<file path="src/rtl/div_gen_pkg.sv">
// Shared constants for the div_gen bus divider: register offsets, control and
// status bit positions, controller state encoding and start-case encoding.
package div_gen_pkg;

  // Byte offsets of the software-visible registers.
  localparam logic [7:0] A_OFS      = 8'h00;
  localparam logic [7:0] B_OFS      = 8'h04;
  localparam logic [7:0] Q_OFS      = 8'h08;
  localparam logic [7:0] R_OFS      = 8'h0C;
  localparam logic [7:0] CTL_OFS    = 8'h10;
  localparam logic [7:0] STATUS_OFS = 8'h14;

  // CTL register bits.
  localparam int CTL_START = 0;
  localparam int CTL_UNS   = 1;
  localparam int CTL_IE    = 2;

  // STATUS register bits.
  localparam int ST_BUSY = 0;
  localparam int ST_DONE = 1;
  localparam int ST_DZ   = 2;
  localparam int ST_OVF  = 3;

  // Controller states.
  typedef enum logic [1:0] {
    IDLE = 2'd0,
    CALC = 2'd1,
    FIX  = 2'd2
  } div_state_e;

  // How the current operation was started; decides what FIX writes back.
  typedef enum logic [1:0] {
    SP_NONE = 2'd0,  // normal iterative division
    SP_DZ   = 2'd1,  // divide by zero
    SP_OVF  = 2'd2,  // signed MIN / -1
    SP_HIT  = 2'd3   // operands match the last completed operation
  } div_kind_e;

endpackage

</file>
<file path="src/rtl/div_gen_core.sv">
// Unsigned restoring divider datapath. A load captures dividend and divisor
// and clears the partial remainder; each step retires R quotient bits through
// a combinational chain of R restoring stages. After W/R steps quot holds the
// quotient and rem the remainder.
module div_gen_core #(
  parameter int W = 32,
  parameter int R = 1
) (
  input  logic         fclk,
  input  logic         frstb,
  input  logic         load,
  input  logic         step,
  input  logic [W-1:0] dvd_in,
  input  logic [W-1:0] dvs_in,
  output logic [W-1:0] quot,
  output logic [W-1:0] rem
);

  // quo_q starts as the dividend; its MSBs feed the remainder while quotient
  // bits shift in at the bottom.
  logic [W-1:0] quo_q, quo_d;
  logic [W-1:0] rem_q, rem_d;
  logic [W-1:0] dvs_q, dvs_d;

  logic [W-1:0] q_t;
  logic [W-1:0] r_t;
  logic [W:0]   trial;
  logic         qbit;

  // Next-state of the datapath: load, or R chained restoring stages per step.
  always_comb begin
    quo_d = quo_q;
    rem_d = rem_q;
    dvs_d = dvs_q;
    q_t   = quo_q;
    r_t   = rem_q;
    trial = '0;
    qbit  = 1'b0;
    if (load) begin
      quo_d = dvd_in;
      rem_d = '0;
      dvs_d = dvs_in;
    end else if (step) begin
      for (int i = 0; i < R; i++) begin
        // Shifted remainder can exceed W bits, so compare at W+1 bits.
        trial = {r_t, q_t[W-1]};
        if (trial >= {1'b0, dvs_q}) begin
          trial = trial - {1'b0, dvs_q};
          qbit  = 1'b1;
        end else begin
          qbit  = 1'b0;
        end
        r_t = trial[W-1:0];
        q_t = {q_t[W-2:0], qbit};
      end
      quo_d = q_t;
      rem_d = r_t;
    end
  end

  // Datapath registers; reset drops any partial result.
  always_ff @(posedge fclk or negedge frstb) begin
    if (!frstb) begin
      quo_q <= '0;
      rem_q <= '0;
      dvs_q <= '0;
    end else begin
      quo_q <= quo_d;
      rem_q <= rem_d;
      dvs_q <= dvs_d;
    end
  end

  assign quot = quo_q;
  assign rem  = rem_q;

endmodule

</file>
<file path="src/rtl/div_gen.sv">
// Bus-attached iterative integer divider. Holds the register file, special
// case detection (divide by zero, signed overflow, result cache), the
// IDLE/CALC/FIX controller and the sign fix-up around the unsigned core.
// Bus handshake: a request is c_valid for one cycle; c_ready rises exactly
// one cycle later together with c_rdata (the addressed register for any
// request, 0 when no request); there is no back-pressure.
module div_gen
  import div_gen_pkg::*;
#(
  parameter int W     = 32,
  parameter int R     = 1,
  parameter int CACHE = 1
) (
  input  logic         fclk,
  input  logic         frstb,
  input  logic         c_valid,
  input  logic         c_write,
  input  logic [7:0]   c_addr,
  input  logic [W-1:0] c_wdata,
  output logic         c_ready,
  output logic [W-1:0] c_rdata,
  output logic         irq
);

  localparam int STEPS = W / R;
  localparam int CW    = (STEPS > 1) ? $clog2(STEPS) : 1;
  localparam logic [W-1:0] MIN_VAL = {1'b1, {(W-1){1'b0}}};
  localparam logic [W-1:0] ONES    = {W{1'b1}};

  // Registers.
  div_state_e   state_q, state_d;
  div_kind_e    kind_q, kind_d;
  logic [CW-1:0] cnt_q, cnt_d;
  logic [W-1:0] a_q, a_d;
  logic [W-1:0] b_q, b_d;
  logic [W-1:0] q_q, q_d;
  logic [W-1:0] r_q, r_d;
  logic         uns_q, uns_d;
  logic         ie_q, ie_d;
  logic         done_q, done_d;
  logic         dz_q, dz_d;
  logic         ovf_q, ovf_d;
  logic [W-1:0] cache_a_q, cache_a_d;
  logic [W-1:0] cache_b_q, cache_b_d;
  logic         cache_uns_q, cache_uns_d;
  logic         cache_vld_q, cache_vld_d;
  logic         c_ready_q, c_ready_d;
  logic [W-1:0] c_rdata_q, c_rdata_d;

  // Decode and control.
  logic [7:0]   addr_w;
  logic         wr, idle;
  logic         wr_a, wr_b, wr_ctl, wr_st;
  logic         start, uns_eff;
  logic         is_dz, is_ovf, is_hit;
  div_kind_e    start_kind;
  logic         core_load, core_step, fix_en;
  logic [W-1:0] a_abs, b_abs;
  logic [W-1:0] core_q, core_r;
  logic [W-1:0] rd_val;

  // Bus decode and start-time special-case detection.
  always_comb begin
    addr_w  = c_addr & 8'hFC;
    wr      = c_valid & c_write;
    idle    = (state_q == IDLE);
    wr_a    = wr && (addr_w == A_OFS);
    wr_b    = wr && (addr_w == B_OFS);
    wr_ctl  = wr && (addr_w == CTL_OFS);
    wr_st   = wr && (addr_w == STATUS_OFS);
    start   = wr_ctl && c_wdata[CTL_START] && idle;
    // The START write carries the UNS bit used by this operation.
    uns_eff = c_wdata[CTL_UNS];
    is_dz   = (b_q == '0);
    is_ovf  = !uns_eff && (a_q == MIN_VAL) && (b_q == ONES);
    is_hit  = (CACHE != 0) && cache_vld_q && (a_q == cache_a_q) &&
              (b_q == cache_b_q) && (uns_eff == cache_uns_q);
    if (is_dz)       start_kind = SP_DZ;
    else if (is_ovf) start_kind = SP_OVF;
    else if (is_hit) start_kind = SP_HIT;
    else             start_kind = SP_NONE;
    // Magnitudes fed to the unsigned core; MIN maps onto itself, which is
    // the correct unsigned magnitude.
    a_abs = (uns_eff || !a_q[W-1]) ? a_q : -a_q;
    b_abs = (uns_eff || !b_q[W-1]) ? b_q : -b_q;
  end

  // Controller state register.
  always_ff @(posedge fclk or negedge frstb) begin
    if (!frstb) state_q <= IDLE;
    else        state_q <= state_d;
  end

  // Controller next-state: special cases go straight to FIX.
  always_comb begin
    state_d = state_q;
    case (state_q)
      IDLE: if (start) state_d = (start_kind == SP_NONE) ? CALC : FIX;
      CALC: if (cnt_q == '0) state_d = FIX;
      FIX:  state_d = IDLE;
      default: state_d = IDLE;
    endcase
  end

  // Controller outputs.
  always_comb begin
    core_load = (state_q == IDLE) && start && (start_kind == SP_NONE);
    core_step = (state_q == CALC);
    fix_en    = (state_q == FIX);
  end

  div_gen_core #(.W(W), .R(R)) u_core (
    .fclk   (fclk),
    .frstb  (frstb),
    .load   (core_load),
    .step   (core_step),
    .dvd_in (a_abs),
    .dvs_in (b_abs),
    .quot   (core_q),
    .rem    (core_r)
  );

  // Register file, step counter, result write-back and cache update.
  always_comb begin
    kind_d      = kind_q;
    cnt_d       = cnt_q;
    a_d         = a_q;
    b_d         = b_q;
    q_d         = q_q;
    r_d         = r_q;
    uns_d       = uns_q;
    ie_d        = ie_q;
    done_d      = done_q;
    dz_d        = dz_q;
    ovf_d       = ovf_q;
    cache_a_d   = cache_a_q;
    cache_b_d   = cache_b_q;
    cache_uns_d = cache_uns_q;
    cache_vld_d = cache_vld_q;

    // Operand and control writes only land while idle.
    if (idle) begin
      if (wr_a) a_d = c_wdata;
      if (wr_b) b_d = c_wdata;
      if (wr_ctl) begin
        uns_d = c_wdata[CTL_UNS];
        ie_d  = c_wdata[CTL_IE];
      end
    end

    if (start) kind_d = start_kind;

    if (core_load)                    cnt_d = CW'(STEPS - 1);
    else if (core_step && cnt_q != '0) cnt_d = cnt_q - CW'(1);

    // DONE is write-1-to-clear; the FIX set below overrides a same-cycle clear.
    if (wr_st && c_wdata[ST_DONE]) done_d = 1'b0;

    if (fix_en) begin
      case (kind_q)
        SP_DZ: begin
          q_d   = ONES;
          r_d   = a_q;
          dz_d  = 1'b1;
          ovf_d = 1'b0;
        end
        SP_OVF: begin
          q_d   = MIN_VAL;
          r_d   = '0;
          dz_d  = 1'b0;
          ovf_d = 1'b1;
        end
        SP_HIT: begin
          // Q, R, DZ and OVF already describe these operands.
        end
        default: begin
          q_d   = (!uns_q && (a_q[W-1] ^ b_q[W-1])) ? -core_q : core_q;
          r_d   = (!uns_q && a_q[W-1]) ? -core_r : core_r;
          dz_d  = 1'b0;
          ovf_d = 1'b0;
        end
      endcase
      cache_a_d   = a_q;
      cache_b_d   = b_q;
      cache_uns_d = uns_q;
      cache_vld_d = 1'b1;
      done_d      = 1'b1;
    end
  end

  // Read mux and registered bus response.
  always_comb begin
    rd_val = '0;
    case (addr_w)
      A_OFS:   rd_val = a_q;
      B_OFS:   rd_val = b_q;
      Q_OFS:   rd_val = q_q;
      R_OFS:   rd_val = r_q;
      CTL_OFS: begin
        rd_val[CTL_UNS] = uns_q;
        rd_val[CTL_IE]  = ie_q;
      end
      STATUS_OFS: begin
        rd_val[ST_BUSY] = !idle;
        rd_val[ST_DONE] = done_q;
        rd_val[ST_DZ]   = dz_q;
        rd_val[ST_OVF]  = ovf_q;
      end
      default: rd_val = '0;
    endcase
    c_ready_d = c_valid;
    c_rdata_d = c_valid ? rd_val : '0;
  end

  // All non-controller state; asynchronous reset clears everything.
  always_ff @(posedge fclk or negedge frstb) begin
    if (!frstb) begin
      kind_q      <= SP_NONE;
      cnt_q       <= '0;
      a_q         <= '0;
      b_q         <= '0;
      q_q         <= '0;
      r_q         <= '0;
      uns_q       <= 1'b0;
      ie_q        <= 1'b0;
      done_q      <= 1'b0;
      dz_q        <= 1'b0;
      ovf_q       <= 1'b0;
      cache_a_q   <= '0;
      cache_b_q   <= '0;
      cache_uns_q <= 1'b0;
      cache_vld_q <= 1'b0;
      c_ready_q   <= 1'b0;
      c_rdata_q   <= '0;
    end else begin
      kind_q      <= kind_d;
      cnt_q       <= cnt_d;
      a_q         <= a_d;
      b_q         <= b_d;
      q_q         <= q_d;
      r_q         <= r_d;
      uns_q       <= uns_d;
      ie_q        <= ie_d;
      done_q      <= done_d;
      dz_q        <= dz_d;
      ovf_q       <= ovf_d;
      cache_a_q   <= cache_a_d;
      cache_b_q   <= cache_b_d;
      cache_uns_q <= cache_uns_d;
      cache_vld_q <= cache_vld_d;
      c_ready_q   <= c_ready_d;
      c_rdata_q   <= c_rdata_d;
    end
  end

  assign c_ready = c_ready_q;
  assign c_rdata = c_rdata_q;
  assign irq     = done_q & ie_q;

endmodule

</file>
<file path="config.mk">
export PLATFORM = sky130hd
export DESIGN_NAME = div_gen
export DESIGN_NICKNAME = d
export VERILOG_FILES = /design/src/rtl/div_gen_pkg.sv /design/src/rtl/div_gen_core.sv /design/src/rtl/div_gen.sv
export SDC_FILE = /design/constraint.sdc
export NUM_CORES = 1
export LEC_CHECK = 0
export ABC_AREA = 1
export CORE_ASPECT_RATIO = 0.8
export CORE_MARGIN = 5
export CORE_UTILIZATION = 33
export CTS_CLUSTER_DIAMETER = 80
export DETAILED_ROUTE_END_ITERATION = 7
export HOLD_SLACK_MARGIN = 0.06
export PLACE_DENSITY = 0.5
export SLEW_MARGIN = 40
export SYNTH_ARGS = -nofsm -noshare
export SYNTH_HDL_FRONTEND = slang
export SYNTH_SLANG_ARGS = --single-unit
</file>
<file path="constraint.sdc">
create_clock -name fclk -period 2.3 [get_ports fclk]
set_input_delay 0.46 -clock fclk [delete_from_list [all_inputs] [get_ports fclk]]
set_output_delay 0.46 -clock fclk [all_outputs]
set_load 0.005 [all_outputs]
</file>
==> results of run 1 <==
-- worst max-delay path, cell delays in order (launching register included) --
cell	delay, ns
dfrtp_2	0.46
inv_2	0.07
ha_4	0.28
inv_2	0.04
nor3_2	0.12
buf_4	0.17
nand3_4	0.07
nor4_4	0.34
a21oi_4	0.14
buf_12	0.16
clkbuf_16	0.16
nand3_2	0.07
nand3_1	0.07
nand2_1	0.10
-- layout by cell type (no fill, tap or decap), drive strengths merged, types with 13 or more instances in the layout --
cell type,synthesis,final
nand4,40,40
nand3,325,325
a21oi,113,113
or2,22,22
a2bb2oi,44,44
xnor2,28,28
nand3b,21,21
nor3,46,46
buf,83,581
clkdlybuf4s50,0,74
clkbuf,75,56
ha,42,42
inv,348,352
dfrtp,337,337
nand2,830,830
o21ai,234,234
a221oi,28,28
o22ai,31,31
clkinv,3,13
xor2,70,70
nor2,307,307
-- registers in the layout, summed over array words and instances (netlist names) --
signal        cells
uns_q             1
dz_q              1
done_q            1
cache_b_q        32
ie_q              1
r_q              32
u_core.rem       32
cnt_q             5
u_core.dvs_q     32
cache_vld_q       1
kind_q            2
c_rdata          32
cache_uns_q       1
q_q              32
u_core.quot      32
a_q              32
cache_a_q        32
state_q           2
b_q              32
c_ready           1
ovf_q             1
-- per-layer routing --
metal | up-vias | track usage | routed length, um
met5 | - | 0 | 0
met4 | 0 | 0.0564 | 2090
met3 | 102 | 0.0506 | 8270
met2 | 901 | 0.405 | 42500
met1 | 11732 | 0.431 | 49900
li1 | 11219 | - | -
-- area by class of cell --
cell class	count	area, um^2
Fill cell	6723	35000
Multi-Input combinational cell	2250	12400
Sequential cell	337	8470
Timing Repair Buffer	662	5800
Inverter	351	1330
Clock buffer	50	1130
Tap cell	860	1080
Clock inverter	24	367
-- power groups by stage --
stage                     Clock [uW]  Combinational, uW  Sequential [uW]
final                           7310              12400             7820
after global routing            7680              13500             7910
after CTS                       7450              11600             7720
after detailed placement           0              10900             7780
after global placement             0              10900             7750
after floorplan                    0               5560             7500
-- through the flow --
step	cell area (um^2)	utilization	total power [uW]	hold slack [ns]	TNS (ns)
5_1_grt	30500	0.466	29100	0.447	-5.81
3_5_place_dp	27300	0.416	18700	0.471	-38.97
3_3_place_gp	27300	0.416	18600	0.466	-34.27
2_1_floorplan	21800	-	13100	0.164	0
4_1_cts	29500	0.450	26800	0.420	0
6_report	30500	0.466	27600	0.450	-0.700
-- Yosys cell counts, drive strengths merged (3+ instances only) --
cell	number	area (um^2)
o22ai	31	194
nand3	325	1640
a21boi	11	82.6
a22oi	5	37.5
o31ai	3	22.5
a221oi	28	245
buf	83	499
o21a	4	30.0
a31oi	8	50.1
inv	348	1310
nor3	46	245
dfrtp	337	8430
xnor2	28	245
a21oi	113	633
a21o	6	45.0
o21bai	4	30.0
xor2	70	613
clkbuf	75	282
nor4	11	68.8
ha	42	526
nand3b	21	158
nor2	307	1180
nand2	830	3120
clkinv	3	11.3
o21ai	234	1170
or2	22	138
a32oi	5	43.8
a2bb2oi	44	385
nand4	40	256
-- logic make-up after synthesis --
group                      after synthesis
AOI/OAI and AO/OA                      500
xor gates and xnor gates                98
adders and majority gates               43
buffers and inverters                  509
DFF                                    337
and+or+nand+nor                       1609
-- worst min path at each step --
stage                     from        endpoint  slack, ns  cells past startpoint
finish              c_wdata[3]          b_q[3]       0.45                      3
global route        c_wdata[3]          b_q[3]       0.45                      3
CTS                 c_wdata[3]          b_q[3]       0.42                      3
detailed placement       frstb  u_core.rem[23]       0.47                      1
global placement       r_q[23]         r_q[23]       0.47                      2
floorplan                frstb          a_q[0]       0.16                      0
-- repair_timing --
item,in CTS,in global routing
cloned,7,7
hold endpoints to repair,38,0
endpoints found under the setup margin,102,120
buffers inserted,16,20
hold buffers,1,0
resized for setup,116,231
pin swaps,13,69
==> summary.txt, run 1 <==
Run status
  – Status: finished, violations left
  – Violated checks: setup timing

Yosys
  – Sequential-to-total area share from yosys stat: 0.387
  – Syn Nets: 3183
  – Post-synthesis compound-gate area fraction: 0.138
  – Synth Area in Adders: 0.0250
  – Synth Register Bits: 337
  – Multiplexer share of the synthesized area: 0
  – Synth Area in Simple Gates: 0.315
  – XOR/XNOR Fraction of Synth Area: 0.0394
  – Syn. warnings: 0
  – Mean area per synthesized cell: 7.04 um^2
  – Post-synth EDFFs: 0
  – Main combinational cell family by area after synthesis: simple AND/OR/NAND/NOR gates
  – Cell count after synthesis: 3096
  – Synth cell types: 53
  – Async S/R FF share, synth: 1.00
  – Main synth FF type: dfrtp_1
  – Cell Area, Synth: 21800 um^2

Timing
  – RSZ-0062 raised after global routing: yes
  – Worst Clk Skew: 0.0275 ns
  – Final setup viols: 32
  – Pins Over Slew Limit: 0
  – Post-layout min period: 2.35 ns
  – Endpoints failing hold: 0
  – Period Utilization, post-route: 1.02
  – Worst Setup Slack, final: -0.0506 ns
  – Relative slew slack: 0.448
  – Slew @ Worst Pin: 0.828 ns
  – Achievable frequency: 0.425 GHz

Cells and area
  – Area grow syn2layout: 40.1%
  – Fin nets: 3730
  – Fin cells: 4534
  – Share of post-route cells with drive strength above 1: 0.278
  – ANT cells: 0

Critical path
  – CP arrival: 2.85 ns
  – Req. time, crit path: 2.80 ns
  – CP Max Fanout: 7
  – Worst Setup SP: u_core.dvs_q[30]
  – Crit path kind: reg -> reg
  – Startpoint types: flop
  – CP endpoint: u_core.rem[20]
  – Reg2reg end: u_core.rem[20]
  – Worst Setup End Kind: flop
  – FF-to-FF setup slack: -0.05 ns
  – RR Startpoint: u_core.dvs_q[30]
  – Worst reg2reg path depth: 13

Place
  – Number of buffers added on ports: 75
  – Routability Congestion: 0.998
  – DPL Wire Length: 80400 um
  – DP Worst Slack: -0.467 ns
  – Inst Count DP: 4413

Clock network
  – Clock buffer depth: 3
  – Sink Count: 337
  – Num CTS Buffers: 41
  – Clock root cell: clkbuf_16
  – H-tree level count: 2
  – CTS tree: done
  – Reg clk slew, reported paths: 0.06 ns
  – Worst skew pair latency: 0.59 ns

Power and ir drop
  – Clock share of power: 0.265
  – P_sw: 11100 uW
  – Sw Share: 0.401
  – Peak VDD IR: 0.494 mV
  – Gate power share: 0.451
  – Seq pwr share: 0.284
  – Leakage: 0.0149 uW
  – Internal: 16500 uW
  – Power Dens Cells: 903 nW/um^2

Drt
  – Routed len/inst: 22.7 um
  – DR vias: 23954
  – Drt initial violations: 2328
  – Detailed Route WL: 103000 um
  – First-pass detailed-route iteration total: 7
  – DRC: 0
  – Via density: 5.28
  – DRT antenna net count: 0

Floorplan
  – Initial Util: 0.332
  – CORE AREA: 65600 um^2
  – Die span in x: 297 um
  – Die area: 71300 um^2
  – DIE HEIGHT: 240 um
  – Num ports: 78
  – Num rows: 84

Flow run
  – Total of max-cap violations: 0

Global route
  – GRT Util Overall: 0.278
  – Grt total ovfl: 0
  – First-pass GRT wire length: 150000 um
  – Initial antenna violation count: 2
  – Vias in the first global route: 22762
  – Largest net degree at the start of global routing: 106

Hold path
  – Worst Hold Class: in -> reg
Note: power is estimated with default switching activity, not from simulation.
==> inputs of run 2 (changes only) <==
Settings changed: DONT_BUFFER_PORTS from default to 1.
Clock period 2.3 ns to 2.1 ns, I/O delays scaled along.
==> run 2 against run 1 <==
Against the previous run:
- the flow finishes with violations (hold timing, setup timing)
- clock-buffer cell count rose by 11
- clock power rose by 2.7%
- global-route usage rose by 0.19 points
- die area did not move
- critical endpoint is now u_core.dvs_q[12]
==> summary.txt, run 2 (same netlist as run 1, synthesis figures left out) <==
Critical path
  – FF-to-FF setup slack: -0.20 ns
  – Worst Setup End Kind: flop
  – CP arrival: 2.80 ns
  – Reg2reg end: u_core.dvs_q[12]
  – Startpoint types: flop
  – Worst reg2reg path depth: 13
  – Crit path kind: reg -> reg
  – Req. time, crit path: 2.59 ns
  – CP Max Fanout: 7
  – RR Startpoint: a_q[8]

Global route
  – Initial antenna violation count: 3
  – Grt total ovfl: 0
  – GRT Util Overall: 0.280
  – Vias in the first global route: 23032
  – Largest net degree at the start of global routing: 338
  – First-pass GRT wire length: 151000 um

Clock network
  – Hold-fix buffers, CTS: 22
  – CTS tree: done
  – Clock buffer depth: 3
  – Reg clk slew, reported paths: 0.06 ns
  – Num CTS Buffers: 43
  – Sink Count: 337
  – Worst skew pair latency: 0.57 ns
  – Clock root cell: clkbuf_16
  – H-tree level count: 2

Cells and area
  – Multi-input logic area: 13900 um^2
  – ANT cells: 0
  – Fin nets: 3808
  – Commonest non-fill, non-tap cell in the layout: nand2_1
  – Area grow syn2layout: 50.2%
  – Share of post-route cells with drive strength above 1: 0.374
  – Filler Cells Inserted: 6467
  – Fin cells: 4609
  – Commonest cells after routing, fill and taps aside: nand2_1, buf_4, dfrtp_1, inv_1, nand3_1
  – Seq. cell area: 8480 um^2

Floorplan
  – Num rows: 84
  – DIE HEIGHT: 240 um
  – Num ports: 78
  – CORE AREA: 65600 um^2
  – Initial Util: 0.332
  – Die area: 71300 um^2
  – Die span in x: 297 um

Hold path
  – Worst Hold Class: in -> async

Timing
  – Final setup viols: 109
  – Period Utilization, post-route: 1.10
  – Relative slew slack: 0.275
  – Pins Over Slew Limit: 0
  – Worst Clk Skew: 0.0225 ns
  – Worst Setup Slack, final: -0.205 ns
  – Setup TNS: -15.32 ns
  – Achievable frequency: 0.434 GHz
  – RSZ-0062 raised after global routing: yes
  – Endpoints failing hold: 337
  – Slew @ Worst Pin: 1.09 ns
  – Post-layout min period: 2.30 ns
  – Hold_ws: -0.402 ns

Place
  – DP Worst Slack: -0.500 ns
  – Routability Congestion: 0.968
  – Inst Count DP: 4420
  – Number of buffers added on ports: 0
  – DPL Wire Length: 78100 um

Power and ir drop
  – Peak VDD IR: 0.552 mV
  – Leakage: 0.0159 uW
  – Power Dens Cells: 972 nW/um^2

Drt
  – DR vias: 24471
  – Via density: 5.31
  – Routed len/inst: 22.7 um
  – Detailed Route WL: 105000 um
  – Drt initial violations: 2259
  – DRT antenna net count: 0
  – First-pass detailed-route iteration total: 6
  – DRC: 0

Flow run
  – Total of max-cap violations: 0

Run status
  – Violated checks: hold timing, setup timing
  – Status: finished, violations left
-- run 2: final cells by class --
class,count,area share
clock inverter,12,0.00451
clock buffer,61,0.0378
inverter,351,0.0410
multi-input combinational,2250,0.424
timing repair buffer,738,0.201
tap,860,0.0329
sequential,337,0.259
-- run 2: report_power, final --
part	total, uW	switching, uW	internal [uW]
sequential	8530	1160	7370
clock	7510	3060	4450
combinational	15800	8670	7110
-- run 2: worst max-delay path: stages, from the launching register on --
cell	delay, ns
dfrtp_1	0.47
inv_2	0.13
nand2_1	0.13
nor2_4	0.15
buf_4	0.13
nand3_4	0.08
nor3_4	0.23
nand2_2	0.14
nand4_4	0.16
buf_12	0.13
buf_12	0.15
buf_8	0.14
nor2_4	0.04
a21oi_4	0.14
-- run 2: layer usage --
metal  routed length [um]  GRT usage
met4                 2380     0.0538
met2                42400      0.404
met1                50400      0.439
met5                   25          0
met3                 9300     0.0484
-- run 2: metrics by stage --
stage,area (um^2),util,power (uW)
final,32700,0.499,31800
after global placement,27100,0.414,20600
after global routing,32700,0.499,33500
after detailed placement,27100,0.414,20600
after floorplan,21800,-,14300
after CTS,30900,0.471,29600
-- run 2: worst max path at each step --
stage / start / to / slack (ns)
floorplan: u_core.rem[25] / u_core.rem[22] / -0.006
global placement: a_q[28] / u_core.quot[31] / -0.48
detailed placement: a_q[28] / u_core.quot[31] / -0.50
CTS: u_core.rem[0] / r_q[24] / -0.17
global route: a_q[14] / u_core.dvs_q[14] / -0.24
finish: a_q[8] / u_core.dvs_q[12] / -0.20
-- run 2: timing repair --
item,4_1_cts,5_1_grt
resized for setup,384,379
pin swaps,87,140
setup buffers,47,41
hold endpoints to repair,380,337
endpoints found under the setup margin,129,144
gates cloned,12,8
